$ cat config.mk
export PLATFORM = sky130hd
export DESIGN_NAME = uart_rx
export DESIGN_NICKNAME = d
export VERILOG_FILES = /design/src/rtl/uart_pkg.sv /design/src/rtl/uart_sync.sv /design/src/rtl/uart_rx.sv
export SDC_FILE = /design/constraint.sdc
export NUM_CORES = 1
export LEC_CHECK = 0
export CORE_MARGIN = 2
export CORE_UTILIZATION = 55
export CTS_CLUSTER_SIZE = 14
export DETAILED_ROUTE_END_ITERATION = 8
export PLACE_DENSITY = 0.82
export SLEW_MARGIN = 30
export SYNTH_ARGS = -nofsm -noshare
export SYNTH_HDL_FRONTEND = slang
export SYNTH_SLANG_ARGS = --single-unit
$ cat constraint.sdc
create_clock -name i_clk -period 2.1 [get_ports i_clk]
set_clock_uncertainty 0.15 [all_clocks]
set_input_delay 0.21 -clock i_clk [delete_from_list [all_inputs] [get_ports i_clk]]
set_output_delay 0.21 -clock i_clk [all_outputs]
set_load 0.005 [all_outputs]
$ cat src/rtl/uart_pkg.sv
// Purpose: types and constants shared by the UART receiver and transmitter.
// Latency: n/a (types, constants and constant functions only).
// Backpressure: n/a.
//
// Contents: uart_state_t, uart_rx_res_t, DATA_BITS, OVS_DEFAULT, counter
// widths, and helpers that turn an oversampling ratio into tick thresholds.
package uart_pkg;

  localparam int DATA_BITS   = 8;
  localparam int OVS_DEFAULT = 16;
  localparam int TICK_CNT_W  = 4;
  localparam int BIT_CNT_W   = 3;

  typedef enum logic [1:0] {
    IDLE  = 2'd0,
    START = 2'd1,
    DATA  = 2'd2,
    STOP  = 2'd3
  } uart_state_t;

  // Result of one received frame, kept together so data and status
  // always update on the same edge.
  typedef struct packed {
    logic                 frame_err;
    logic [DATA_BITS-1:0] data;
  } uart_rx_res_t;

  // Tick index at the middle of a bit, counted from the detected edge.
  function automatic logic [TICK_CNT_W-1:0] tick_mid(input int ovs);
    return TICK_CNT_W'(ovs / 2 - 1);
  endfunction

  // Last tick index of a full bit period.
  function automatic logic [TICK_CNT_W-1:0] tick_end(input int ovs);
    return TICK_CNT_W'(ovs - 1);
  endfunction

endpackage

$ cat src/rtl/uart_sync.sv
// Purpose: multi-flop synchronizer that brings the async serial line into clk.
// Latency: STAGES clks from i_d to o_q.
// Backpressure: none; the output follows the input every clock.
//
// Ports:
//   i_clk   - system clock
//   i_rst_n - async active-low reset; all flops reset to 1 (line idle level)
//   i_d     - asynchronous input
//   o_q     - synchronized output
module uart_sync #(
  parameter int STAGES = 2
) (
  input  logic i_clk,
  input  logic i_rst_n,
  input  logic i_d,
  output logic o_q
);

  logic [STAGES-1:0] r_sync;

  always_ff @(posedge i_clk or negedge i_rst_n) begin
    if (!i_rst_n) begin
      r_sync <= '1;
    end else begin
      r_sync <= {r_sync[STAGES-2:0], i_d};
    end
  end

  assign o_q = r_sync[STAGES-1];

endmodule

$ cat src/rtl/uart_rx.sv
// Purpose: 8N1 UART receiver driven by a shared OVS-times-baud tick strobe.
// Latency: o_rx_done rises 1 clk after the mid-stop-bit b_tick sample.
// Backpressure: none; each frame result is held until the next frame overwrites it.
//
// Ports:
//   i_clk       - system clock, all state on its rising edge
//   i_rst_n     - async active-low reset
//   i_b_tick    - single-cycle strobe at OVS x baud
//   i_rx        - serial line, async to i_clk, idle high
//   o_rx_data   - last received byte, held until the next frame completes
//   o_rx_done   - one-clk pulse per completed frame (good or errored)
//   o_rx_busy   - high from start-bit detection until back in IDLE
//   o_frame_err - stop-bit status of the last frame, valid with o_rx_done
module uart_rx
  import uart_pkg::*;
#(
  parameter int OVS         = OVS_DEFAULT,
  parameter int SYNC_STAGES = 2
) (
  input  logic                 i_clk,
  input  logic                 i_rst_n,
  input  logic                 i_b_tick,
  input  logic                 i_rx,
  output logic [DATA_BITS-1:0] o_rx_data,
  output logic                 o_rx_done,
  output logic                 o_rx_busy,
  output logic                 o_frame_err
);

  localparam logic [TICK_CNT_W-1:0] TICK_MID = tick_mid(OVS);
  localparam logic [TICK_CNT_W-1:0] TICK_END = tick_end(OVS);
  localparam logic [BIT_CNT_W-1:0]  BIT_LAST = BIT_CNT_W'(DATA_BITS - 1);

  logic w_rx_s;

  uart_sync #(
    .STAGES (SYNC_STAGES)
  ) u_sync (
    .i_clk   (i_clk),
    .i_rst_n (i_rst_n),
    .i_d     (i_rx),
    .o_q     (w_rx_s)
  );

  uart_state_t           r_state,    w_state_nxt;
  logic [TICK_CNT_W-1:0] r_tick_cnt, w_tick_nxt;
  logic [BIT_CNT_W-1:0]  r_bit_cnt,  w_bit_nxt;
  logic [DATA_BITS-1:0]  r_buf,      w_buf_nxt;
  uart_rx_res_t          r_res,      w_res_nxt;
  logic                  r_done,     w_done_nxt;
  logic                  r_busy,     w_busy_nxt;
  // Cleared by a frame error so a held-low line (break) yields only one
  // errored frame; re-armed once the line is seen idle in IDLE.
  logic                  r_armed,    w_armed_nxt;

  always_ff @(posedge i_clk or negedge i_rst_n) begin
    if (!i_rst_n) begin
      r_state    <= IDLE;
      r_tick_cnt <= '0;
      r_bit_cnt  <= '0;
      r_buf      <= '0;
      r_res      <= '0;
      r_done     <= 1'b0;
      r_busy     <= 1'b0;
      r_armed    <= 1'b0;
    end else begin
      r_state    <= w_state_nxt;
      r_tick_cnt <= w_tick_nxt;
      r_bit_cnt  <= w_bit_nxt;
      r_buf      <= w_buf_nxt;
      r_res      <= w_res_nxt;
      r_done     <= w_done_nxt;
      r_busy     <= w_busy_nxt;
      r_armed    <= w_armed_nxt;
    end
  end

  always_comb begin
    w_state_nxt = r_state;
    w_tick_nxt  = r_tick_cnt;
    w_bit_nxt   = r_bit_cnt;
    w_buf_nxt   = r_buf;
    w_res_nxt   = r_res;
    w_done_nxt  = 1'b0;
    w_busy_nxt  = r_busy;
    w_armed_nxt = r_armed;

    unique case (r_state)
      IDLE: begin
        w_busy_nxt = 1'b0;
        if (w_rx_s) begin
          w_armed_nxt = 1'b1;
        end else if (r_armed) begin
          // Falling edge seen: tick phase restarts here so the START
          // check lands near the middle of the start bit.
          w_state_nxt = START;
          w_tick_nxt  = '0;
          w_busy_nxt  = 1'b1;
        end
      end

      START: begin
        if (i_b_tick) begin
          if (r_tick_cnt == TICK_MID) begin
            if (!w_rx_s) begin
              w_state_nxt = DATA;
              w_tick_nxt  = '0;
              w_bit_nxt   = '0;
            end else begin
              // Line went back high before mid start bit: glitch.
              w_state_nxt = IDLE;
              w_busy_nxt  = 1'b0;
            end
          end else begin
            w_tick_nxt = r_tick_cnt + 1'b1;
          end
        end
      end

      DATA: begin
        if (i_b_tick) begin
          if (r_tick_cnt == TICK_END) begin
            // LSB arrives first, so shift in from the top.
            w_buf_nxt  = {w_rx_s, r_buf[DATA_BITS-1:1]};
            w_tick_nxt = '0;
            if (r_bit_cnt == BIT_LAST) begin
              w_state_nxt = STOP;
            end else begin
              w_bit_nxt = r_bit_cnt + 1'b1;
            end
          end else begin
            w_tick_nxt = r_tick_cnt + 1'b1;
          end
        end
      end

      STOP: begin
        if (i_b_tick) begin
          if (r_tick_cnt == TICK_END) begin
            // Leave at mid stop bit; the remaining half bit gives IDLE
            // time to catch a back-to-back start edge.
            w_res_nxt.data      = r_buf;
            w_res_nxt.frame_err = ~w_rx_s;
            w_done_nxt          = 1'b1;
            w_state_nxt         = IDLE;
            w_busy_nxt          = 1'b0;
            w_tick_nxt          = '0;
            if (!w_rx_s) begin
              w_armed_nxt = 1'b0;
            end
          end else begin
            w_tick_nxt = r_tick_cnt + 1'b1;
          end
        end
      end

      default: begin
        w_state_nxt = IDLE;
        w_busy_nxt  = 1'b0;
      end
    endcase
  end

  assign o_rx_data   = r_res.data;
  assign o_frame_err = r_res.frame_err;
  assign o_rx_done   = r_done;
  assign o_rx_busy   = r_busy;

endmodule

* Word level (Yosys, flattened, before mapping)
Cells that the tools add are included.
** Word-level totals
- Bits in registers :: 31
- Latch bits :: 0
- RAM bits :: 0
- Bits in read-only memories :: 0
- Input bits :: 4
- Word-level logic and storage cells :: 89
- Memories kept :: 0
** Operators by class
- Add/subtract/negate cells :: 2
- Multiply operators :: 0
- Div/mod/pow operators :: 0
- $lt $le $gt $ge :: 0
- Equality and inequality tests :: 22
- Shifts and indexed selects :: 0
- Muxes and demuxes :: 42
- Bitwise logic cells :: 1
- Reduce and logical (&&, ||, !) cells :: 12
** Operators with widths (count)
- $mux W4 :: 7
- $ne A2 B2 Y1 const B :: 12
- $mux W2 :: 10
- $mux W3 :: 6
- $mux W1 :: 14
- $pmux W4 S3 :: 1
- $reduce_and A5 Y1 :: 2
- $reduce_and A9 Y1 :: 1
- $pmux W2 S4 :: 1
- $reduce_and A7 Y1 :: 1
- $ne A2 B1 Y1 const B :: 3
- $pmux W3 S2 :: 1
- $reduce_and A3 Y1 :: 2
- $reduce_and A6 Y1 :: 1
- $add A4 B1 Y4 const B :: 1
- $eq A2 B2 Y1 const B :: 2
- $eq A4 B3 Y1 const B :: 1
- $eq A4 B4 Y1 const B :: 1
- $reduce_bool A2 Y1 :: 2
- $add A3 B1 Y3 const B :: 1
- $eq A3 B3 Y1 const B :: 1
- $ne A3 B3 Y1 const B :: 1
- $pmux W1 S3 :: 1
- $reduce_bool A3 Y1 :: 1
- 5 further kinds :: 5

* Depth between registers and ports, before layout
- Depth after elaboration :: 5
- Mapped depth :: 6

* Modules after synthesis
From an unflattened synthesis, not the netlist that was laid out.
** Second synthesis, totals
- Cells, all modules :: 114
- Area total of the unflattened synthesis :: 1495.2 um^2
** By module, submodules not included
- uart_rx :: instances 1, cells each 112, area each 1442.6 um^2
- uart_sync :: instances 1, cells each 2, area each 52.6 um^2

* Worst setup path after synthesis
Ideal clock, no wire load.
- Kind :: register -> register
- Start :: reg r_tick_cnt[0]
- End :: reg r_res, in the netlist o_frame_err
- Library setup time :: 0.125 ns
- Arrival :: 1.483 ns
- Required time :: 1.825 ns
- Setup slack :: 0.342 ns
- Cell stages (with the launch flop) :: 5
- Period minus slack after synthesis :: 1.758 ns
- Cells stage by stage :: dfrtp_1 > ha_1 > nand3_2 > nor3_4 > mux2_2
** Between the ends
- Word-level cells in the longest chain between the ends :: 2
** Ends and longest elaborated chain
- start: declaration :: line uart_rx.sv:46 : logic [TICK_CNT_W-1:0] r_tick_cnt, w_tick_nxt;
- start signal: assignment :: line uart_rx.sv:68 : r_tick_cnt <= w_tick_nxt;
- $eq A4 B4 Y1 :: line uart_rx.sv:139 : if (r_tick_cnt == TICK_END) begin
- $reduce_and A3 Y1 (no source line)
- end signal: assignment :: line uart_rx.sv:71 : r_res <= w_res_nxt;
- end: declaration :: line uart_rx.sv:49 : uart_rx_res_t r_res, w_res_nxt;
Every way passes these cells.
A chain may end at the register's enable or synchronous reset.

* Final worst setup path
- Start :: reg r_state[0]
- End :: reg r_bit_cnt[1]
** Between the ends
- Word-level cells in the longest chain between the ends :: 3
** Ends and longest elaborated chain
- start: declaration :: line uart_rx.sv:45 : uart_state_t r_state, w_state_nxt;
- start signal: assignment :: line uart_rx.sv:67 : r_state <= w_state_nxt;
- $eq A2 B1 Y1 / $eq A2 B2 Y1 (equally long branches) :: line uart_rx.sv:88 : unique case (r_state)
- $ne A2 B2 Y1 (no source line) / $reduce_bool A2 Y1 (equally long branches)
- $reduce_and A7 Y1 (no source line)
- end signal: assignment :: line uart_rx.sv:69 : r_bit_cnt <= w_bit_nxt;
- end: declaration :: line uart_rx.sv:47 : logic [BIT_CNT_W-1:0] r_bit_cnt, w_bit_nxt;
Several ways; a longest one is shown, not always the timed one.

==> results by stage <==
Placement:
- The estimated wirelength of the detail-placed design is 1710 µm.
- Input and output buffers added on the ports amount to 14.
- The congestion estimate from routability-driven global placement came to 0.771.
- The setup slack at placement is 0.118 ns.

Logic synthesis:
- The number of distinct library cell variants in the gate-level netlist after synthesis is 35.
- Of the total synthesized cell area, the portion taken by full adders, half adders and majority gates is 0.0264.
- After synthesis, the share of flip-flops with an asynchronous set or reset is 1.00.
- Synthesis inferred 31 register bits.
- The mean area per synthesized cell is 12.7 µm².
- After synthesis, the largest family of logic cells by area is multiplexers.
- The number of enable flip-flop cells after synthesis is 0.
- Of the total synthesized cell area, the portion taken by AND, OR, NAND and NOR gates is 0.133.
- The cell area after technology mapping is 1420 µm².
- The sequential element share of the synthesized area is 0.547.
- In the synthesized netlist the dominant register cell turns out to be dfrtp_1.
- The xor/xnor cell area share of the yosys netlist is 0.00616.
- Measured against the total synthesized area, the mux share comes to 0.135.
- The share of the synthesized area in compound gates (AO/OA/AOI/OAI) is 0.123.
- During synthesis, Yosys emitted a total of 0 warnings.
- The instance count of the mapped netlist is 112.
- The net count of the mapped netlist is 119.

STA:
- The headroom to the max-slew limit is 0.614.
- The share of the cycle needed by the critical path after routing is 0.909.
- For the pin with the worst max-slew slack, the measured transition is 0.579 ns.
- The worst hold-check slack is 0.109 ns.
- The final-report hold violation count is 0.
- Across all setup checks in the final design, the least slack found is 0.191 ns.
- Setup violations remaining at the end of the flow were counted as 0.
- The count of pins over their slew limit is 0.
- The routed design could run at a clock period as short as 1.91 ns.
- Setup repair after global routing left no endpoint under its margin.
- For this run, the top clock speed supported by timing is 524 MHz.
- The setup TNS is 0 ns.

Cells and area:
- For this run, the share of the core covered by cells in the final layout is 0.676.
- The share of final-layout standard cells stronger than drive strength 1 is 0.288.
- In the final layout, the multi-input gates occupy 602 µm².
- The relative area change from synthesis to final layout is 16.7%.
- The layout has 193 filler cells.
- The number of antenna cells inserted is 0.
- The register area is 778 µm².
- After the last flow step, the layout net total stands at 138.

Floorplanning:
- The die boundary height is 54.9 µm.
- The number of standard-cell rows in the floorplan is 18.
- The die covers 3010 µm².
- During I/O placement, the number of pins put on the boundary was 15.
- The starting density of the core is 0.580.
- The die is 54.9 µm wide.
- After floorplanning, the core was sized to cover 2450 µm².

GRT:
- The number of antenna violations at the first check in global routing is 0.
- The via count of the first global-routing pass is 894.
- Entering global routing, the biggest net connects 32 pins.
- The first global-routing pass estimated 4070 µm of wire.
- The combined global-route utilization of all metal layers is 0.201.
- Summed over all layers, the global routing overflow is 0.

Critical path:
- The largest single stage delay on the critical path is 0.72 ns.
- The element type at the critical path end is a flop.
- The largest fanout of any net on the critical path is 15.
- The kind of start point of the critical path is a flop.
- For the worst setup path, the data arrival time is 1.94 ns.
- Traced cell by cell, the critical path runs through and4bb_2, o21ai_0, o21ai_0.
- The type of the setup path with the least slack is flop to flop.
- The critical path's most frequent cell is o21ai_0.
- The required time of the worst setup path is 2.13 ns.
- The slowest stage of the critical path belongs to the cell dfrtp_1.

Route:
- The count of nets left with antenna violations after detail routing is 0.
- The average detailed-routed wire length per instance is 14.8 µm.
- The sum of routed wire length over all layers is 2400 µm.
- For this run, design rule violations remaining after detail routing come to 0.
- For this block, the initial DRC count from the detailed router was 21.
- The number of search-and-repair iterations in the first detailed-routing pass is 4.
- The routed layout has 913 vias.
- The average vias per placed instance is 5.64.

Clock network:
- The clock net in this run drives a total of 31 sinks.
- After clock tree synthesis, the clock-pin slew on the worst setup and hold paths is 0.10 ns.
- The total CTS buffers is 5.
- The later pin in the worst-skew pair is clocked with a latency of 0.33 ns.
- The buffer depth of the longest clock path is 2.
- Buffers inserted to repair hold after CTS numbered 0.
- In this run, post-CTS repair resized a total of 0 instances.
- Once the clock tree was built, the setup fixing pass inserted 0 buffers.
- The clock root buffer master is clkbuf_4.
- TritonCTS built the clock tree.
- The number of H-tree levels is 2.

Power and ir drop:
- The power after layout is 1.56 mW.
- The power density relative to cell area is 942 nW/µm².
- The leakage power summed over all cells is 0.752 nW.
- The highest ir drop seen on vdd is 0.000792 V.

Run status:
- The flow ran to the end, and the final reports show no timing, DRC or antenna violations.

Min path:
- The path category of the worst min-delay check is input pin to async pin.

Job:
- Max-cap violations in this run came to 0.
state kept, by name, indices dropped and copies added, names as in the netlist, named ones only:
name / cells
o_frame_err: 1
r_armed: 1
r_state: 1
r_tick_cnt: 4
u_sync.r_sync: 2
o_rx_data: 8
r_buf: 8
r_bit_cnt: 3
o_rx_done: 1
o_rx_busy: 1
Yosys cell counts, drive strengths merged, types with 3 or more instances:
cell   instances  area, µm²
o31ai          3       22.5
dfrtp         29        726
buf            3       23.8
nand3          3       20.0
ha             3       37.5
inv            4       15.0
o21ai          6       30.0
nand2         12       47.6
a21oi          4       20.0
mux2          17        191
power by group:
part / internal (mW) / switching, mW / total (mW)
clock network: 0.196 / 0.203 / 0.399
registers: 0.674 / 0.138 / 0.812
logic: 0.178 / 0.175 / 0.353
layout make-up:
class / count / share of cell area
clock buffers: 7 / 0.0392
clock inverters: 1 / 0.00452
inverters: 4 / 0.00904
multi-input cells: 73 / 0.362
flip-flops and latches: 31 / 0.469
well taps: 30 / 0.0226
repair buffers: 16 / 0.0934
critical path, delay by kind of cell (launching register included):
kind             cells  cell delay [ns]
AO/OA/AOI/OAI        2             0.61
flip-flops           1             0.72
AND/OR/NAND/NOR      1             0.30
metrics by stage:
stage          std cells  instance area [µm²]
6_report             162                 1660
5_1_grt              162                 1660
4_1_cts              162                 1660
3_5_place_dp         154                 1590
3_3_place_gp         154                 1590
2_1_floorplan        112                 1420
layout by cell type (no fill, tap or decap), types with 2 or more instances in the layout:
master           count
o31ai_1              3
ha_1                 3
o22ai_1              2
a21oi_1              4
clkdlybuf4s50_1     14
nor2_1               2
a31oi_1              2
o21ai_0              6
buf_4                2
dfrtp_1             29
o21a_1               2
nor2b_1              2
nand2_1             11
nand3_1              2
dfstp_2              2
mux2_2              17
clkbuf_4             5
clkbuf_8             2
nor3_4               2
inv_1                3
and3_1               2
worst paths after layout:
kind	slack [ns]	cells after the start	from	end
max in group asynchronous	1.37	2	i_rst_n	u_sync.r_sync[1]$_DFF_PN1_
max	0.19	3	r_state[0]$_DFFE_PN0P_	r_bit_cnt[1]$_DFFE_PN0P_
min	0.11	2	i_rst_n	o_rx_busy$_DFFE_PN0P_
max reg2reg	0.19	3	r_state[0]$_DFFE_PN0P_	r_bit_cnt[1]$_DFFE_PN0P_
min in group i_clk	0.13	1	i_rx	u_sync.r_sync[0]$_DFF_PN1_
min reg2reg	0.21	0	u_sync.r_sync[0]$_DFF_PN1_	u_sync.r_sync[1]$_DFF_PN1_
metal layers:
metal | track usage | part of all wire | vias up
met5 | 0 | 0 | -
met4 | 0.0750 | 0.012 | 0
met3 | 0.0656 | 0.047 | 3
met2 | 0.313 | 0.48 | 20
met1 | 0.259 | 0.46 | 438
li1 | - | - | 452
cell families after synthesis:
| kind of cell | after synthesis |
|---|---|
| simple gates | 27 |
| flops | 31 |
| fa+ha+maj | 3 |
| mux | 17 |
| xor+xnor | 1 |
| compound gates | 25 |
| buf+inv | 8 |
Power figures use the tool's default switching activity.
